===== src/rtl/lsu_mem_stage.sv =====
// lsu_mem_stage: MEMPREP + MEMEX load/store stages between EX and WB.
// Define LSU_MISALIGN_TRAP_EN to trap misaligned half/word accesses.
module lsu_mem_stage #(
  parameter int ADDR_W = 12,
  parameter int XLEN   = 32
) (
  input  logic              clk,
  input  logic              rst,
  input  logic              in_valid,
  input  logic [3:0]        in_rd,
  input  logic              in_we,
  input  logic [3:0]        in_mem_op,
  input  logic [XLEN-1:0]   in_addr,
  input  logic [XLEN-1:0]   in_store_data,
  output logic              stall,
  output logic              dmem_req,
  output logic              dmem_we,
  output logic [ADDR_W-3:0] dmem_addr,
  output logic [3:0]        dmem_wstrb,
  output logic [XLEN-1:0]   dmem_wdata,
  input  logic              dmem_ready,
  input  logic              dmem_rvalid,
  input  logic [XLEN-1:0]   dmem_rdata,
  output logic              out_valid,
  output logic [3:0]        out_rd,
  output logic [XLEN-1:0]   out_result,
  output logic              out_we,
  output logic              misalign
);

  localparam logic [1:0] S_IDLE = 2'd0;
  localparam logic [1:0] S_REQ  = 2'd1;
  localparam logic [1:0] S_RESP = 2'd2;

  localparam logic [1:0] SZ_B = 2'd0;
  localparam logic [1:0] SZ_H = 2'd1;
  localparam logic [1:0] SZ_W = 2'd2;

  typedef struct packed {
    logic            valid;
    logic [3:0]      rd;
    logic            we;
    logic            ld;
    logic            st;
    logic [1:0]      sz;
    logic            sext;
    logic            mis;
    logic [1:0]      off;
    logic [XLEN-1:0] addr;
    logic [3:0]      wstrb;
    logic [XLEN-1:0] wdata;
  } stage_t;

  stage_t          p_q, p_d, e_q, e_d;
  logic [1:0]      state_q, state_d;
  logic            o_valid_q, o_valid_d;
  logic            o_we_q, o_we_d;
  logic            mis_q, mis_d;
  logic [3:0]      o_rd_q, o_rd_d;
  logic [XLEN-1:0] o_res_q, o_res_d;

  logic            ld, st, sext;
  logic [1:0]      sz;
  logic [7:0]      lb;
  logic [15:0]     lh;
  logic [XLEN-1:0] ld_data;

  always_comb begin
    ld   = 1'b0;
    st   = 1'b0;
    sext = 1'b0;
    sz   = SZ_W;
    unique case (in_mem_op)
      4'd1:    begin ld = 1'b1; sz = SZ_B; sext = 1'b1; end
      4'd2:    begin ld = 1'b1; sz = SZ_H; sext = 1'b1; end
      4'd3:    ld = 1'b1;
      4'd4:    begin ld = 1'b1; sz = SZ_B; end
      4'd5:    begin ld = 1'b1; sz = SZ_H; end
      4'd9:    begin st = 1'b1; sz = SZ_B; end
      4'd10:   begin st = 1'b1; sz = SZ_H; end
      4'd11:   st = 1'b1;
      default: ;
    endcase
  end

  assign stall = (state_q != S_IDLE);

  always_comb begin
    p_d = p_q;
    if (!stall) begin
      p_d.valid = in_valid;
      p_d.rd    = in_rd;
      p_d.we    = in_we;
      p_d.ld    = in_valid & ld;
      p_d.st    = in_valid & st;
      p_d.sz    = sz;
      p_d.sext  = sext;
      p_d.addr  = in_addr;
`ifdef LSU_MISALIGN_TRAP_EN
      p_d.off   = in_addr[1:0];
      p_d.mis   = (ld | st) &
                  (((sz == SZ_H) & in_addr[0]) |
                   ((sz == SZ_W) & (in_addr[1:0] != 2'd0)));
`else
      // Without the trap, silently round down to natural alignment.
      p_d.mis   = 1'b0;
      p_d.off   = (sz == SZ_B) ? in_addr[1:0] :
                  (sz == SZ_H) ? {in_addr[1], 1'b0} : 2'd0;
`endif
      p_d.wstrb = 4'h0;
      if (ld | st) begin
        unique case (sz)
          SZ_B:    p_d.wstrb = 4'b0001 << p_d.off;
          SZ_H:    p_d.wstrb = 4'b0011 << p_d.off;
          default: p_d.wstrb = 4'hF;
        endcase
      end
      p_d.wdata = (sz == SZ_B) ? {4{in_store_data[7:0]}} :
                  (sz == SZ_H) ? {2{in_store_data[15:0]}} :
                  in_store_data;
    end
  end

  always_comb begin
    unique case (e_q.off)
      2'd0:    lb = dmem_rdata[7:0];
      2'd1:    lb = dmem_rdata[15:8];
      2'd2:    lb = dmem_rdata[23:16];
      default: lb = dmem_rdata[31:24];
    endcase
    lh = e_q.off[1] ? dmem_rdata[31:16] : dmem_rdata[15:0];
    unique case (e_q.sz)
      SZ_B:    ld_data = {{24{e_q.sext & lb[7]}}, lb};
      SZ_H:    ld_data = {{16{e_q.sext & lh[15]}}, lh};
      default: ld_data = dmem_rdata;
    endcase
  end

  always_comb begin
    state_d   = state_q;
    e_d       = e_q;
    o_valid_d = 1'b0;
    o_we_d    = 1'b0;
    mis_d     = 1'b0;
    o_rd_d    = o_rd_q;
    o_res_d   = o_res_q;
    unique case (state_q)
      S_IDLE: begin
        if (e_q.valid && !(e_q.ld || e_q.st) && e_q.we) begin
          o_valid_d = 1'b1;
          o_we_d    = 1'b1;
          o_rd_d    = e_q.rd;
          o_res_d   = e_q.addr;
        end
        if (e_q.mis) begin
          o_valid_d = 1'b1;
          o_rd_d    = e_q.rd;
          mis_d     = 1'b1;
        end
        e_d = p_q;
        if ((p_q.ld || p_q.st) && !p_q.mis)
          state_d = S_REQ;
      end
      S_REQ: begin
        if (dmem_ready) begin
          if (e_q.st) begin
            o_valid_d = 1'b1;
            o_rd_d    = e_q.rd;
            o_res_d   = '0;
            state_d   = S_IDLE;
          end else begin
            state_d   = S_RESP;
          end
        end
      end
      S_RESP: begin
        if (dmem_rvalid) begin
          o_valid_d = 1'b1;
          o_we_d    = 1'b1;
          o_rd_d    = e_q.rd;
          o_res_d   = ld_data;
          state_d   = S_IDLE;
        end
      end
      default: state_d = S_IDLE;
    endcase
  end

  always_ff @(posedge clk or negedge rst) begin
    if (!rst) begin
      p_q       <= '0;
      e_q       <= '0;
      state_q   <= S_IDLE;
      o_valid_q <= 1'b0;
      o_we_q    <= 1'b0;
      mis_q     <= 1'b0;
      o_rd_q    <= '0;
      o_res_q   <= '0;
    end else begin
      p_q       <= p_d;
      e_q       <= e_d;
      state_q   <= state_d;
      o_valid_q <= o_valid_d;
      o_we_q    <= o_we_d;
      mis_q     <= mis_d;
      o_rd_q    <= o_rd_d;
      o_res_q   <= o_res_d;
    end
  end

  assign dmem_req   = (state_q == S_REQ);
  assign dmem_we    = dmem_req & e_q.st;
  assign dmem_addr  = dmem_req ? e_q.addr[ADDR_W-1:2] : '0;
  assign dmem_wstrb = dmem_req ? e_q.wstrb : 4'h0;
  assign dmem_wdata = dmem_req ? e_q.wdata : '0;

  assign out_valid  = o_valid_q;
  assign out_we     = o_we_q;
  assign out_rd     = o_rd_q;
  assign out_result = o_res_q;
  assign misalign   = mis_q;

endmodule


===== config.mk =====
export PLATFORM = sky130hd
export DESIGN_NAME = lsu_mem_stage
export DESIGN_NICKNAME = d
export VERILOG_FILES = /design/src/rtl/lsu_mem_stage.sv
export SDC_FILE = /design/constraint.sdc
export NUM_CORES = 1
export LEC_CHECK = 0
export BUFFER_PORTS_ARGS = -buffer_cell sky130_fd_sc_hd__buf_2
export CAP_MARGIN = 25
export CORE_UTILIZATION = 59
export CTS_CLUSTER_DIAMETER = 50
export DETAILED_ROUTE_END_ITERATION = 10
export GPL_TIMING_DRIVEN = 0
export HOLD_SLACK_MARGIN = 0.15
export PLACE_DENSITY_LB_ADDON = 0.12
export SETUP_SLACK_MARGIN = 0.3
export SLEW_MARGIN = 20
export SYNTH_ARGS = -nofsm -noshare
export SYNTH_HDL_FRONTEND = slang
export SYNTH_SLANG_ARGS = --single-unit

===== constraint.sdc =====
create_clock -name clk -period 4.5 [get_ports clk]
set_input_delay 1.125 -clock clk [delete_from_list [all_inputs] [get_ports clk]]
set_output_delay 1.125 -clock clk [all_outputs]
set_load 0.01 [all_outputs]

* Word-level counts from Yosys, hierarchy flattened
Cells that the tools add are included. Widths: inputs -> output; s select.
Storage, ports and cells: register bits after elaboration 202, output and inout port bits 88, input bits 110, word-level logic and storage cells 109
Operators by class: eq/ne operators 19, bitwise logic cells 6, reductions and logical operators 18, shifts and indexed selects 2, multiplexer cells 37
Operators by type and width (number):
- $mux 32 | 7
- $pmux 32 s3 | 1
- $pmux 32 s2 | 1
- $mux 4 | 6
- $pmux 8 s3 | 1
- $mux 16 | 1
- $eq 4x4->1 const B | 3
- $mux 2 | 6
- $pmux 4 s3 | 1
- $mux 10 | 1
- $reduce_or 3->1 | 3
- $eq 2x1->1 const B | 4
- $eq 4x2->1 const B | 2
- $eq 4x3->1 const B | 2
- $logic_not 2->1 | 4
- $pmux 4 s2 | 1
- $mux 1 | 7
- $ne 2x2->1 const B | 3
- $pmux 2 s3 | 1
- $and 1x1->1 | 5
- $reduce_and 5->1 | 1
- $reduce_or 5->1 | 1
- $eq 2x2->1 const B | 2
- $eq 4x1->1 const B | 1
- other kinds (14) | 17

* Longest topological paths before layout
Gate-level depths: netlist (run 1).
depth after elaboration 9, depth in mapped cells 9, depth with buffers taken out 7

* Worst setup path after synthesis (run 1)
No wires, ideal clock.
kind input to register, start input in_mem_op[2], end register p_q[73] (netlist name), data required time 4.375 ns, path buffers 3, library setup time 0.125 ns, setup slack 1.923 ns, cell stages on the path 7, data arrival time 2.453 ns, cells stage by stage buf_2 > or3b_1 > a21oi_1 > buf_4 > nor2_4 > buf_2 > mux2_2
On the way: cells in the longest elaborated chain, start to end 3, elaborated cells between the ends (all ways) 9, those cells by class eq/ne: 6; mux: 1; reduce/logical: 2
Ends and longest elaborated chain:
- start, declared | line 12 | input logic [3:0] in_mem_op,
- $eq 4x4->1, or another cell as far along | line 73 | unique case (in_mem_op)
- $reduce_or 3->1 (no source line)
- $pmux 2 s2 * | line 73
- end signal, assigned | line 200 | p_q <= p_d;
- end, declared | line 54 | stage_t p_q, p_d, e_q, e_d;
Mark *: on every way between the ends. The rest lies on a longest branch, timed or not. A chain may end at the register's enable or synchronous reset.

* Worst setup path after layout (run 1)
start register state_q[1], end output dmem_wdata[11]
On the way: cells in the longest elaborated chain, start to end 2
Ends and longest elaborated chain:
- start, declared | line 55 | logic [1:0] state_q, state_d;
- start signal, assigned | line 202 | state_q <= state_d;
- $eq 2x1->1 | line 211 | assign dmem_req = (state_q == S_REQ);
- $mux 32 | line 215 | assign dmem_wdata = dmem_req ? e_q.wdata : '0;
- end, declared | line 20 | output logic [XLEN-1:0] dmem_wdata,
Every way passes these cells.

==> results of run 1 <==
-- where the power goes --
| part | total (W) | internal (W) | switching, W | leakage [nW] |
|---|---|---|---|---|
| combinational | 0.00383 | 0.00174 | 0.00208 | 2.30 |
| sequential | 0.00327 | 0.00276 | 0.000510 | 2.36 |
| clock | 0.00174 | 0.00102 | 0.000715 | 0.349 |
| total | 0.00884 | 0.00553 | 0.00331 | 5.01 |
-- layout make-up --
class / count / area share
Inverter: 12 / 0.00409
Multi-Input combinational cell: 511 / 0.334
Antenna cell: 1 / 0.000227
Clock buffer: 30 / 0.0592
Clock inverter: 6 / 0.00534
Buffer: 60 / 0.0226
Tap cell: 184 / 0.0209
Timing Repair Buffer: 197 / 0.0945
Sequential cell: 202 / 0.459
-- layout by cell type (no fill, tap or decap), types with 16 or more instances in the layout --
cell type	n
buf_2	207
o22ai_1	16
dfrtp_1	202
nor2_1	67
mux2_2	130
nand2_1	51
mux2i_1	24
clkbuf_1	46
a21oi_1	38
and2_1	50
a31oi_1	34
clkbuf_16	23
o21ai_0	38
-- metrics by stage --
step           setup WS (ns)  area, µm²
3_5_place_dp            1.38      10300
5_1_grt                0.704      11000
3_3_place_gp           -1.01      10200
2_1_floorplan           1.92       9030
6_report               0.897      11000
4_1_cts                0.832      11000
-- registers in the layout, indices dropped and copies added (netlist names) --
register	flops
out_valid	1
out_we	1
state_q	2
p_q	81
out_result	32
e_q	81
out_rd	4
-- final timing paths --
kind / startpoint / end / slack [ns] / cells after the start
min reg2reg: p_q[34]$_DFFE_PN0P_ / p_q[34]$_DFFE_PN0P_ / 0.50 / 1
min in group asynchronous: rst / out_we$_DFF_PN0_ / 0.53 / 1
max reg2reg: state_q[0]$_DFFE_PN0P_ / out_result[29]$_DFFE_PN0P_ / 1.89 / 10
min: p_q[34]$_DFFE_PN0P_ / p_q[34]$_DFFE_PN0P_ / 0.50 / 1
max in group asynchronous: rst / p_q[65]$_DFFE_PN0P_ / 3.25 / 2
max: state_q[1]$_DFFE_PN0P_ / dmem_wdata[11] / 0.90 / 6
-- cell families (layout without fill, tap and decap cells) --
| family | Yosys count | count (layout) |
|---|---|---|
| flip-flops | 202 | 202 |
| multiplexers | 155 | 155 |
| other | 1 | 2 |
| AO/OA/AOI/OAI | 166 | 166 |
| XOR/XNOR | 1 | 1 |
| AND/OR/NAND/NOR | 184 | 184 |
| buffers and inverters | 72 | 305 |
| adder cells (fa/ha/maj) | 4 | 4 |
-- worst max-delay path: cells and delay by family (launching register included) --
kind,cells,cell delay (ns)
AND/OR/NAND/NOR,1,0.19
flip-flops,1,0.39
adder cells (fa/ha/maj),1,0.29
buffers and inverters,4,1.09
-- metal layers --
metal | global-route usage | vias to the layer above | wire length (µm)
li1 | - | 3234 | -
met1 | 0.423 | 3493 | 10100
met2 | 0.493 | 293 | 11100
met3 | 0.0595 | 43 | 1560
met4 | 0.0846 | 2 | 535
met5 | 0 | - | 9
==> impl_metrics.env, run 1 <==
export IMPL_status="finished, final reports clean"
export IMPL_path_clk_slew_ns=0.05
export IMPL_max_freq_mhz=278
export IMPL_vias=7065
export IMPL_grt_max_degree=82
export IMPL_endpoint_kind="output port"
export IMPL_first_iter_violations=447
export IMPL_synth_top_area_share=0.560
export IMPL_grt_pass1_vias=6979
export IMPL_die_h_um=126
export IMPL_post_route_period_util=0.801
export IMPL_seq_area_um2=5050
export IMPL_cts_resized=0
export IMPL_synth_top_family_by_area="multiplexers"
export IMPL_syn_num_nets=899
export IMPL_synth_fa_ha_area_frac=0.00554
export IMPL_cts_tree="built"
export IMPL_n_fill_cell=1084
export IMPL_initial_core_util=0.612
export IMPL_synth_most_common_cell="dfrtp_1"
export IMPL_io_buffers=194
export IMPL_synth_area_leaders="dfrtp_1, mux2_2, and2_1"
export IMPL_relSlewSlack=0.394
export IMPL_core_area_um2=14800
export IMPL_critPathKind="reg2out"
export IMPL_cts_hold_buffers=0
export IMPL_grt_use_total=0.305
export IMPL_critical_path_peak_fanout=10
export IMPL_grt_pass1_wl_um=37500
export IMPL_synth_mux_area_frac=0.191
export IMPL_min_period_ns=3.60
export IMPL_synth_compound_area_frac=0.113
export IMPL_drive_above_1_share=0.371
export IMPL_start_kind="register"
export IMPL_ios=198
export IMPL_cts_max_path_buffers=3
export IMPL_stdcell_count=1203
export IMPL_dp_hpwl_um=16600
export IMPL_skew_ns=0.0125
export IMPL_worstSkewPairLatency_ns=0.51
export IMPL_syn_avg_cell_area_um2=11.5
export IMPL_ys_seq_area_frac=0.560
export IMPL_cp_slowest_stage_delay_ns=0.52
export IMPL_finalHoldViolCount=0
export IMPL_vdd_ir_drop_worst_uv=561
export IMPL_multi_input_area_um2=3680
export IMPL_overflow=0
export IMPL_cts_buffers=23
export IMPL_synthSimpleGateAreaFrac=0.0959
export IMPL_cts_sinks=202
export IMPL_path_cells="inv_1, ha_1, clkbuf_1, clkbuf_1, and2_1, buf_2"
export IMPL_synth_cell_type_count=43
export IMPL_finalSetupViolations=0
export IMPL_power_w=0.00884
export IMPL_ant_nets=0
export IMPL_synthXorXnorAreaFrac=0.000970
export IMPL_synth_seq_cells=202
export IMPL_holdWs_ns=0.496
export IMPL_synthToLayoutAreaGrowth_pct=22.0
export IMPL_cp_arrival_ns=2.48
export IMPL_routed_wl_um=23300
export IMPL_nets=1121
export IMPL_syn_inst=785
export IMPL_dr_pass1_iters=5
export IMPL_drc=0
export IMPL_grt_setup_unrepaired="false"
export IMPL_wl_per_cell_um=19.4
export IMPL_drv_slew=0
export IMPL_synthesis_area_um2=9030
export IMPL_row_count=44
export IMPL_synth_top_area_cell="dfrtp_1"
export IMPL_hold_path_class="reg2reg"
export IMPL_leakage_nw=5.01
export IMPL_synth_edf_count=0
export IMPL_htreeDepth=1
export IMPL_maxCapViolations=0
export IMPL_vias_per_cell=5.87
export IMPL_powerDensity_nw_per_um2=802
export IMPL_yosys_warnings=0
export IMPL_tightest_slew_ns=0.909
export IMPL_slowest_stage="clkbuf_1"
export IMPL_crit_required_ns=3.38
export IMPL_async_flop_share=1.00
export IMPL_gp_congestion=0.904
export IMPL_ys_top_cells_by_count="dfrtp_1, mux2_2, nor2_1"
export IMPL_antenna_found_initial=3
export IMPL_cts_setup_buffers=0
export IMPL_fin_tns_setup_ns=0
export IMPL_utilization=0.746
export IMPL_critical_path_most_common_cell="clkbuf_1"
export IMPL_die_area_um2=15800
export IMPL_synth_flop_cell="dfrtp_1"
export IMPL_cts_root_buffer="clkbuf_16"
export IMPL_dpl_cell_count=1166
export IMPL_die_w_um=126
Note: power is estimated with default switching activity, not from simulation.
==> run 2: changes to the inputs <==
Settings changed: CORE_UTILIZATION 59 to 49.
Clock period 4.5 ns to 2.9 ns, I/O delays scaled along.
==> run 2 against run 1 <==
Effect of this change: global-route usage decreased by 4.8 points; count of clock-buffer cells in the layout increased by 2; non-clock buffer count up 2; largest power group unchanged; setup slack got worse by 0.50 ns; critical path depth unchanged; largest cell class unchanged.
==> impl_metrics.env, run 2 (synthesis gave the netlist of run 1 again) <==
export IMPL_io_buffers=194
export IMPL_dr_pass1_iters=5
export IMPL_path_clk_slew_ns=0.06
export IMPL_status="finished, final reports clean"
export IMPL_synthToLayoutAreaGrowth_pct=24.4
export IMPL_start_kind="register"
export IMPL_wl_met2_um=11200
export IMPL_vias_per_cell=5.52
export IMPL_finalSetupViolations=0
export IMPL_drv_slew=0
export IMPL_routed_wl_um=23900
export IMPL_cts_sinks=202
export IMPL_skew_ns=0.00772
export IMPL_cts_buffers=25
export IMPL_power_frac_seq=0.362
export IMPL_post_route_period_util=0.864
export IMPL_dp_hpwl_um=17200
export IMPL_critPathKind="reg2out"
export IMPL_max_freq_mhz=399
export IMPL_overflow=0
export IMPL_grt_pass1_vias=6859
export IMPL_endpoint_kind="output port"
export IMPL_n_fill_cell=1525
export IMPL_wl_met3_um=1850
export IMPL_fin_ws_ns=0.395
export IMPL_nets=1125
export IMPL_critical_path_peak_fanout=10
export IMPL_routed_top_layer="met4"
export IMPL_row_count=49
export IMPL_wirelength_met1_um=10400
export IMPL_relSlewSlack=0.507
export IMPL_grt_pass1_wl_um=37300
export IMPL_vdd_ir_drop_worst_uv=726
export IMPL_vias=6942
export IMPL_hold_path_class="in2reg"
export IMPL_drive_above_1_share=0.389
export IMPL_maxCapViolations=0
export IMPL_min_period_ns=2.50
export IMPL_first_iter_violations=340
export IMPL_grt_setup_unrepaired="false"
export IMPL_drc=0
export IMPL_internal_power_w=0.00887
export IMPL_cp_arrival_ns=1.78
export IMPL_htreeDepth=1
export IMPL_cts_tree="built"
export IMPL_gp_congestion=0.913
export IMPL_final_cell_mix="buf_2, dfrtp_1, mux2_2, nor2_1, nand2_1"
export IMPL_power_switching_w=0.00516
export IMPL_multi_input_area_um2=3690
export IMPL_dpl_worst_slack_ns=-0.00389
export IMPL_crit_required_ns=2.17
export IMPL_wl_per_cell_um=19.0
export IMPL_ant_nets=0
export IMPL_antenna_found_initial=0
export IMPL_die_area_um2=19000
export IMPL_ios=198
export IMPL_core_area_um2=18000
export IMPL_tightest_slew_ns=0.739
export IMPL_die_w_um=138
export IMPL_clockPowerShare=0.212
export IMPL_p_comb_frac=0.425
export IMPL_layout_commonest_cell="buf_2"
export IMPL_worstSkewPairLatency_ns=0.51
export IMPL_initial_core_util=0.501
export IMPL_powerDensity_nw_per_um2=1250
export IMPL_finalHoldViolCount=0
export IMPL_grt_max_degree=79
export IMPL_die_h_um=138
export IMPL_fin_tns_setup_ns=0
export IMPL_netSwitchingFraction=0.368
export IMPL_cts_root_buffer="clkbuf_16"
export IMPL_leakage_nw=5.10
export IMPL_antenna_cells=0
export IMPL_cts_max_path_buffers=3
export IMPL_seq_area_um2=5060
export IMPL_grt_use_total=0.257
[run 2: worst paths after layout]
| kind | from | end | slack [ns] | cells after the start |
|---|---|---|---|---|
| max | state_q[0]$_DFFE_PN0P_ | stall | 0.40 | 6 |
| min | in_addr[19] | p_q[55]$_DFFE_PN0P_ | 0.44 | 2 |
| max reg2reg | state_q[0]$_DFFE_PN0P_ | p_q[62]$_DFFE_PN0P_ | 0.46 | 6 |
| min reg2reg | p_q[32]$_DFFE_PN0P_ | p_q[32]$_DFFE_PN0P_ | 0.48 | 1 |
| max in group asynchronous | rst | out_rd[0]$_DFFE_PN0P_ | 1.12 | 4 |
| min in group asynchronous | rst | p_q[38]$_DFFE_PN0P_ | 0.70 | 2 |
[run 2: critical path, cell delays in order, from the launching register on]
cell and delay, ns:
dfrtp_2 0.44, inv_1 0.09, ha_1 0.14, buf_2 0.20
inv_2 0.08, buf_4 0.18, buf_2 0.14
[run 2: area by class of cell]
type                    count  area share
clock buffers              32      0.0616
flip-flops and latches    202       0.450
multi-input cells         511       0.329
inverters                  12     0.00401
repair buffers            199      0.0944
plain buffers              60      0.0263
well taps                 229      0.0255
clock inverters            13     0.00958
[run 2: per-stage QoR]
stage | hold slack [ns] | util | area [µm²] | cells | total power (W)
after floorplan | 0.429 | - | 9030 | 785 | 0.00896
after global placement | 0.469 | 0.571 | 10300 | 1208 | 0.0108
after detailed placement | 0.475 | 0.574 | 10400 | 1210 | 0.0110
after CTS | 0.425 | 0.621 | 11200 | 1258 | 0.0141
after global routing | 0.435 | 0.623 | 11200 | 1258 | 0.0150
final | 0.445 | 0.623 | 11200 | 1258 | 0.0140
[run 2: repair_timing]
action / CTS / global route
resized for setup: 11 / 22
pin swaps: 1 / 0
setup buffers: 2 / 0
gates cloned: 0 / 0
endpoints found under the setup margin: 82 / 76
hold buffers: 1 / 0
endpoints found under the hold margin: 48 / 0
[run 2: power groups by stage]
stage / clock (W) / combinational, W / sequential, W
after floorplan: 0 / 0.00399 / 0.00497
after global placement: 0 / 0.00573 / 0.00508
after detailed placement: 0 / 0.00586 / 0.00512
after CTS: 0.00304 / 0.00596 / 0.00508
after global routing: 0.00314 / 0.00662 / 0.00526
final: 0.00298 / 0.00597 / 0.00508
[run 2: per-layer routing]
| layer | global-route usage | up-vias |
|---|---|---|
| li1 | - | 3241 |
| met3 | 0.0581 | 42 |
| met5 | 0 | - |
| met4 | 0.0670 | 0 |
| met1 | 0.349 | 3388 |
| met2 | 0.414 | 271 |
